File: src/rtl/fft_bf_sched_pkg.sv
// Shared constants and types for the radix-2 DIT FFT butterfly sequencer.
// Latencies must agree with the data RAM, twiddle ROM and butterfly pipeline.
package fft_bf_sched_pkg;

  localparam int N_LOG2  = 8;
  localparam int RD_LAT  = 1;
  localparam int BF_LAT  = 3;
  localparam int DLY     = RD_LAT + BF_LAT;
  localparam int STAGE_W = $clog2(N_LOG2);
  localparam int J_W     = N_LOG2 - 1;
  localparam int CNT_W   = (DLY > 1) ? $clog2(DLY) : 1;

  typedef enum logic [1:0] {
    S_IDLE,
    S_RUN,
    S_DRAIN,
    S_DONE
  } state_t;

  // One slot of the write-back delay line
  typedef struct packed {
    logic              en;
    logic [N_LOG2-1:0] p;
    logic [N_LOG2-1:0] q;
  } wb_t;

endpackage

File: src/rtl/fft_bf_sched_if.sv
// Control and memory-side bus of the butterfly sequencer.
// master = FFT top-level control view, slave = sequencer view.
interface fft_bf_sched_if;
  import fft_bf_sched_pkg::*;

  logic               start;
  logic               busy;
  logic               done;
  logic [STAGE_W-1:0] stage;
  logic               rd_en;
  logic [N_LOG2-1:0]  rd_addr_p;
  logic [N_LOG2-1:0]  rd_addr_q;
  logic [N_LOG2-2:0]  tw_addr;
  logic               bf_en;
  logic               wr_en;
  logic [N_LOG2-1:0]  wr_addr_p;
  logic [N_LOG2-1:0]  wr_addr_q;

  modport master (
    output start,
    input  busy, done, stage, rd_en, rd_addr_p, rd_addr_q, tw_addr,
           bf_en, wr_en, wr_addr_p, wr_addr_q
  );

  modport slave (
    input  start,
    output busy, done, stage, rd_en, rd_addr_p, rd_addr_q, tw_addr,
           bf_en, wr_en, wr_addr_p, wr_addr_q
  );

endinterface

File: src/rtl/fft_bf_sched_addr_gen.sv
// Registered butterfly address generator: (stage s, butterfly j) -> p, q, twiddle index.
// Outputs update only when ld is high and hold otherwise.
module fft_bf_sched_addr_gen
  import fft_bf_sched_pkg::*;
(
  input  logic               clk,
  input  logic               rst,
  input  logic               ld,
  input  logic [STAGE_W-1:0] s,
  input  logic [J_W-1:0]     j,
  output logic [N_LOG2-1:0]  p,
  output logic [N_LOG2-1:0]  q,
  output logic [J_W-1:0]     tw
);

  logic [N_LOG2-1:0]  span;
  logic [N_LOG2-1:0]  pos;
  logic [N_LOG2-1:0]  grp;
  logic [N_LOG2-1:0]  p_c;
  logic [STAGE_W:0]   grp_sh;

  // grp_sh is one bit wider than s so that s+1 does not wrap in the last stage
  always_comb begin
    span   = N_LOG2'(1) << s;
    pos    = {1'b0, j} & (span - 1'b1);
    grp    = {1'b0, j} >> s;
    grp_sh = {1'b0, s} + 1'b1;
    p_c    = (grp << grp_sh) | pos;
  end

  // p has bit 'span' clear, so OR-ing it in is the same as p + span
  always_ff @(posedge clk) begin
    if (rst) begin
      p  <= '0;
      q  <= '0;
      tw <= '0;
    end else if (ld) begin
      p  <= p_c;
      q  <= p_c | span;
      tw <= J_W'(pos << (STAGE_W'(N_LOG2 - 1) - s));
    end
  end

endmodule

File: src/rtl/fft_bf_sched.sv
// Butterfly sequencer for the in-place radix-2 DIT FFT: walks stages x N/2 butterflies,
// drives read/twiddle addresses and write-back addresses aligned to the butterfly output.
module fft_bf_sched
  import fft_bf_sched_pkg::*;
(
  input  logic           clk,
  input  logic           rst,
  fft_bf_sched_if.slave  bus
);

  localparam logic [J_W-1:0]     J_LAST     = '1;
  localparam logic [STAGE_W-1:0] S_LAST     = STAGE_W'(N_LOG2 - 1);
  localparam logic [CNT_W-1:0]   DRAIN_LAST = CNT_W'(DLY - 1);

  state_t             state;
  logic [STAGE_W-1:0] s;
  logic [J_W-1:0]     j;
  logic [CNT_W-1:0]   cnt;
  logic               rd_en_q;
  logic               busy_q;
  logic               done_q;

  logic               ld;
  logic [STAGE_W-1:0] ld_s;
  logic [J_W-1:0]     ld_j;
  logic [N_LOG2-1:0]  rd_p;
  logic [N_LOG2-1:0]  rd_q;
  logic [J_W-1:0]     tw;

  wb_t                dly [DLY];

  // Present to the address generator the butterfly that goes out next cycle
  always_comb begin
    ld   = 1'b0;
    ld_s = s;
    ld_j = j + 1'b1;
    case (state)
      S_IDLE: if (bus.start) begin
        ld   = 1'b1;
        ld_s = '0;
        ld_j = '0;
      end
      S_RUN: if (j != J_LAST) ld = 1'b1;
      S_DRAIN: if (cnt == DRAIN_LAST && s != S_LAST) begin
        ld   = 1'b1;
        ld_s = s + 1'b1;
        ld_j = '0;
      end
      default: ;
    endcase
  end

  fft_bf_sched_addr_gen u_addr_gen (
    .clk (clk),
    .rst (rst),
    .ld  (ld),
    .s   (ld_s),
    .j   (ld_j),
    .p   (rd_p),
    .q   (rd_q),
    .tw  (tw)
  );

  // DRAIN idles the reads until the last write of the stage has landed (in-place RAW)
  always_ff @(posedge clk) begin
    if (rst) begin
      state   <= S_IDLE;
      s       <= '0;
      j       <= '0;
      cnt     <= '0;
      rd_en_q <= 1'b0;
      busy_q  <= 1'b0;
      done_q  <= 1'b0;
    end else begin
      done_q <= 1'b0;
      case (state)
        S_IDLE: if (bus.start) begin
          state   <= S_RUN;
          s       <= '0;
          j       <= '0;
          rd_en_q <= 1'b1;
          busy_q  <= 1'b1;
        end
        S_RUN: begin
          if (j == J_LAST) begin
            state   <= S_DRAIN;
            cnt     <= '0;
            rd_en_q <= 1'b0;
          end else begin
            j <= j + 1'b1;
          end
        end
        S_DRAIN: begin
          if (cnt == DRAIN_LAST) begin
            j <= '0;
            if (s == S_LAST) begin
              state  <= S_DONE;
              s      <= '0;
              busy_q <= 1'b0;
              done_q <= 1'b1;
            end else begin
              state   <= S_RUN;
              s       <= s + 1'b1;
              rd_en_q <= 1'b1;
            end
          end else begin
            cnt <= cnt + 1'b1;
          end
        end
        S_DONE:  state <= S_IDLE;
        default: state <= S_IDLE;
      endcase
    end
  end

  always_ff @(posedge clk) begin
    if (rst) begin
      for (int i = 0; i < DLY; i++) dly[i] <= '0;
    end else begin
      dly[0] <= {rd_en_q, rd_p, rd_q};
      for (int i = 1; i < DLY; i++) dly[i] <= dly[i-1];
    end
  end

  assign bus.busy      = busy_q;
  assign bus.done      = done_q;
  assign bus.stage     = s;
  assign bus.rd_en     = rd_en_q;
  assign bus.rd_addr_p = rd_p;
  assign bus.rd_addr_q = rd_q;
  assign bus.tw_addr   = tw;
  assign bus.bf_en     = dly[RD_LAT-1].en;
  assign bus.wr_en     = dly[DLY-1].en;
  assign bus.wr_addr_p = dly[DLY-1].p;
  assign bus.wr_addr_q = dly[DLY-1].q;

endmodule

File: src/flat_wrapper.sv
// flat-port wrapper written by rule: the top's interface ports become plain ports
module fft_bf_sched_flat import fft_bf_sched_pkg::*;
  (clk, rst, bus_start, bus_busy, bus_done, bus_stage, bus_rd_en, bus_rd_addr_p, bus_rd_addr_q, bus_tw_addr, bus_bf_en, bus_wr_en, bus_wr_addr_p, bus_wr_addr_q);
  fft_bf_sched_if bus_i ();
  input  logic clk;
  input  logic rst;
  input wire logic [$bits(bus_i.start)-1:0] bus_start;
  output wire logic [$bits(bus_i.busy)-1:0] bus_busy;
  output wire logic [$bits(bus_i.done)-1:0] bus_done;
  output wire logic [$bits(bus_i.stage)-1:0] bus_stage;
  output wire logic [$bits(bus_i.rd_en)-1:0] bus_rd_en;
  output wire logic [$bits(bus_i.rd_addr_p)-1:0] bus_rd_addr_p;
  output wire logic [$bits(bus_i.rd_addr_q)-1:0] bus_rd_addr_q;
  output wire logic [$bits(bus_i.tw_addr)-1:0] bus_tw_addr;
  output wire logic [$bits(bus_i.bf_en)-1:0] bus_bf_en;
  output wire logic [$bits(bus_i.wr_en)-1:0] bus_wr_en;
  output wire logic [$bits(bus_i.wr_addr_p)-1:0] bus_wr_addr_p;
  output wire logic [$bits(bus_i.wr_addr_q)-1:0] bus_wr_addr_q;
  assign bus_i.start = bus_start;
  assign bus_busy = bus_i.busy;
  assign bus_done = bus_i.done;
  assign bus_stage = bus_i.stage;
  assign bus_rd_en = bus_i.rd_en;
  assign bus_rd_addr_p = bus_i.rd_addr_p;
  assign bus_rd_addr_q = bus_i.rd_addr_q;
  assign bus_tw_addr = bus_i.tw_addr;
  assign bus_bf_en = bus_i.bf_en;
  assign bus_wr_en = bus_i.wr_en;
  assign bus_wr_addr_p = bus_i.wr_addr_p;
  assign bus_wr_addr_q = bus_i.wr_addr_q;
  fft_bf_sched u_core (.clk(clk), .rst(rst), .bus(bus_i));
endmodule
File: config.mk
export PLATFORM = sky130hd
export DESIGN_NAME = fft_bf_sched_flat
export DESIGN_NICKNAME = d
export VERILOG_FILES = /design/src/rtl/fft_bf_sched_pkg.sv /design/src/rtl/fft_bf_sched_if.sv /design/src/rtl/fft_bf_sched_addr_gen.sv /design/src/rtl/fft_bf_sched.sv /design/src/flat_wrapper.sv
export SDC_FILE = /design/constraint.sdc
export NUM_CORES = 1
export LEC_CHECK = 0
export BUFFER_PORTS_ARGS = -buffer_cell sky130_fd_sc_hd__buf_2
export CAP_MARGIN = 20
export CORE_UTILIZATION = 53
export CTS_CLUSTER_DIAMETER = 50
export DETAILED_ROUTE_END_ITERATION = 6
export GPL_ROUTABILITY_DRIVEN = 0
export GPL_TIMING_DRIVEN = 0
export PLACE_DENSITY_LB_ADDON = 0.08
export SYNTH_ARGS = -nofsm -noshare
export SYNTH_HDL_FRONTEND = slang
export SYNTH_SLANG_ARGS = --single-unit
File: constraint.sdc
create_clock -name clk -period 2.8 [get_ports clk]
set_input_delay 0.14 -clock clk [delete_from_list [all_inputs] [get_ports clk]]
set_output_delay 0.14 -clock clk [all_outputs]
set_load 0.01 [all_outputs]
==> run_results.csv <==
group,metric,value,unit
status,outcome,"complete, but fails checks",
status,violations,"negative setup slack",
synth,synth_xor_area_share,1.12,%
grt,grt_pass1_vias,3686,
sta,timing.fmax,345,MHz
power,pwr-share-comb,10.2,%
sta,final_max_slew_viol_count,0,
power,sequentialPowerShare,55.9,%
hold_path,holdCritPathClass,"input port to register",
route,post_route_antenna_net_violation_count,0,
sta,worst-slew-pin-transition,0.717,ns
floorplanning,dieArea,9200,sq um
synth,synth_async_sr_flop_share,0,%
synth,mappedNetlistNets,522,
hold_path,worstHoldPathCells,4,
synth,synth_adder_area_share,2.68,%
critical_path,crit_required,3.05,ns
final_layout,final_cell_area,5670,sq um
hold_path,hold_path_startpoint,"bus_start",
place,port-buffer-count,49,
synth,synthMuxAreaShare,1.31,%
power,power_density_cells,505,nW/um^2
sta,setup_viol,9,
synth,yosysTopAreaCellShare,46.2,%
synth,post_synth_main_area_contributors,"dfxtp_1 (46%), nor2b_1 (9.4%), nor2_1 (3.2%), nand2_1 (3.0%), a21oi_1 (2.9%)",
power,irDropWorstVdd,0.275,mV
cts,htreeDepth,3,
floorplanning,rows,33,
synth,synth_area,4680,sq um
floorplanning,chipHeight,95.9,um
critical_path,startpoint_of_the_worst_register_to_register_path,"u_core.bus.stage[0]",
final_layout,finish.net_count,595,
sta,final_hold_violations,0,
synth,combinational_family_with_the_most_area_after_synthesis,"simple AND/OR/NAND/NOR gates",
synth,ys_seq_area_share,46.2,%
sta,grt_setup_unrepaired,"yes",
synth,synth_edf_count,0,
power,internal-power,2.05,mW
route,first_iter_violations,318,
synth,synth_ff_type,"dfxtp_1",
place,pre_cts_slack,-0.462,ns
final_layout,num_antenna_cells,0,
critical_path,endpoint,"u_core.u_addr_gen.q[5]",
synth,ys_seq_elements,108,
power,power.share.switching,28.4,%
grt,antenna_violations_before_repair,0,
critical_path,worst_setup_start_kind,"register",
critical_path,worst-path-max-fanout,5,
critical_path,number_of_cells_on_the_worst_reg_to_reg_path,11,
grt,grt-ovfl-total,0,
critical_path,worst_setup_path_startpoint,"u_core.bus.stage[0]",
final_layout,syn2layout_area_growth,21.2,%
final_layout,instances_no_fill,692,
sta,post-route-min-period,2.89,ns
synth,syn_inst,509,
cts,tritoncts,"built",
cts,cts_max_path_buffers,2,
synth,synth_area_per_cell,9.19,sq um
sta,worst_clock_skew,0.0197,ns
synth,synth_compound_area_share,18.3,%
route,drc,0,
cts,cts_root_buffer,"clkbuf_8",
sta,timing.slew.headroom,52.2,%
sta,timing.final.crit_share,103,%
power,p_clk_share,33.8,%
synth,synthesized_area_fraction_occupied_by_and_or_nand_nor_cells,26.1,%
grt,grt_start_max_net_pins,22,
synth,post-synth-top-area-cell,"dfxtp_1",
cts,clk_pin_slew_worst_paths,0.12,ns
grt,grt_first_pass_wirelength,18400,um
critical_path,kind_of_critical_path,"register to register",
cts,holdBufCountCts,0,
power,leakagePower,2.29,nW
synth,post_synth_num_cell_types,73,
synth,ys.warnings.count,0,
floorplanning,floorplan.initialDensity,55.8,%
sta,setup-tns-final,-0.517,ns
flow_run,timing.max_cap.violations,0,
critical_path,r2r-end,"u_core.u_addr_gen.q[5]",
final_layout,final_layout_size_suffix_gt1_share,26.2,%
place,placement.cell_area,5080,sq um
route,vias,4102,
floorplanning,ios,50,
route,first_pass_iters,5,
critical_path,cp.arrival,3.15,ns
power,p_switching,0.814,mW
cts,clk-insertion-delay-late,0.38,ns
critical_path,rrSetupSlack,-0.09,ns
route,viasPerCell,5.93,
floorplanning,coreArea,8380,sq um
place,dp_hpwl,8110,um
critical_path,critPathCaptureType,"register",
route,wire_length_after_detailed_routing,11700,um
cts,clock_sink_count,108,
cts,cts_inserted_buffers,9,
route,wl_per_cell,16.9,um
place,place_inst,663,
grt,gr-usage-all-layers,26.5,%
sta,post_route_worst_setup_slack,-0.0949,ns
floorplanning,die_x,95.9,um
## timing repair
action,in CTS,in global routing
pin swaps,10,13
setup endpoints to repair,23,24
resized for setup,40,21
setup buffers,10,5
## routing by layer
metal / up-vias / share of wire (%) / wire [um] / track usage (%)
li1: 1941 / - / - / -
met2: 211 / 47 / 5440 / 42.6
met5: - / 0 / 0 / 0
met3: 39 / 8.3 / 970 / 3.87
met1: 1911 / 42 / 4940 / 35.6
met4: 0 / 2.9 / 345 / 10.7
## per-stage QoR
stage	total power [mW]	util [%]	hold WS, ns
2_1_floorplan	1.81	-	0.388
3_3_place_gp	1.89	60.6	0.415
3_5_place_dp	1.90	60.6	0.422
4_1_cts	2.86	66.2	0.173
5_1_grt	2.96	67.6	0.183
6_report	2.86	67.6	0.185
## cell families (layout without fill, tap and decap cells)
kind of cell    count (synthesis)  count (layout)
simple gates                  220             220
compound gates                118             118
flops                         108             108
buf+inv                        41             119
fa+ha+maj                      10              10
xor+xnor                        6               6
mux                             6               6
## synth_stat cells (all sizes together) (2+ instances only)
library cell,n
or3,2
nor3,14
a31o,2
xor2,2
a2111oi,4
inv,9
nand3b,6
clkbuf,16
a32oi,2
a211oi,8
ha,10
mux2i,5
or2,3
nor2b,71
o21bai,5
a31oi,3
a311oi,2
o221ai,2
o211ai,4
o41ai,2
nand2,39
nor2,40
buf,16
nand4,5
and3,3
a211o,2
o21ai,25
nand3,18
a21o,2
o21a,3
dfxtp,108
nor3b,3
nand2b,5
a21oi,30
nor4b,2
a2bb2oi,4
o22ai,4
and2,4
a22oi,3
nor4,3
xnor2,4
## cell usage in the layout (no fill, tap or decap), drive strengths merged, types with 4 or more instances in the layout
| cell type | instances |
|---|---|
| o21bai | 5 |
| inv | 12 |
| nor2 | 40 |
| a211oi | 8 |
| mux2i | 5 |
| o22ai | 4 |
| o21ai | 25 |
| nand3 | 18 |
| o211ai | 4 |
| nand2 | 39 |
| nor3 | 14 |
| xnor2 | 4 |
| a2111oi | 4 |
| a2bb2oi | 4 |
| nand4 | 5 |
| nor2b | 71 |
| clkbuf | 25 |
| ha | 10 |
| a21oi | 30 |
| and2 | 4 |
| nand3b | 6 |
| nand2b | 5 |
| buf | 78 |
| dfxtp | 108 |
## worst min-delay path by stage
| stage | end |
|---|---|
| floorplan | u_core.bus.stage[2] |
| global placement | u_core.dly[2][0] |
| detailed placement | u_core.dly[3][13] |
| CTS | u_core.bus.stage[2] |
| global route | u_core.bus.stage[2] |
| finish | u_core.bus.stage[2] |
## area by class of cell
cell class	count	area, sq um
tap	105	131
sequential	108	2170
fill	632	2710
buffer	30	194
inverter	9	41.3
timing repair buffer	64	358
clock buffer	9	124
clock inverter	7	80.1
multi-input combinational	360	2570
## state kept, by name (all words and copies together) (netlist names), 2 cells and up
signal                cells
u_core.u_addr_gen.q       8
u_core.j                  7
u_core.dly               68
u_core.u_addr_gen.p       8
u_core.state              2
u_core.bus.stage          3
u_core.u_addr_gen.tw      7
u_core.cnt                2
## power groups by stage
stage	registers (mW)	clock network [mW]	logic (mW)
floorplan	1.65	0	0.167
global placement	1.64	0	0.254
detailed placement	1.64	0	0.257
CTS	1.60	0.981	0.277
global route	1.61	1.04	0.318
finish	1.60	0.970	0.292
## worst max-delay path: stages, from the launching register on
cell,delay (ns)
dfxtp_4,0.38
ha_4,0.16
ha_4,0.17
nor4b_4,0.32
a21oi_4,0.07
o21ai_4,0.25
buf_4,0.17
mux2_4,0.32
a2111oi_4,0.38
a31o_1,0.24
a221oi_4,0.10
o21bai_1,0.19
No activity file was read; power rests on OpenSTA's default activity.
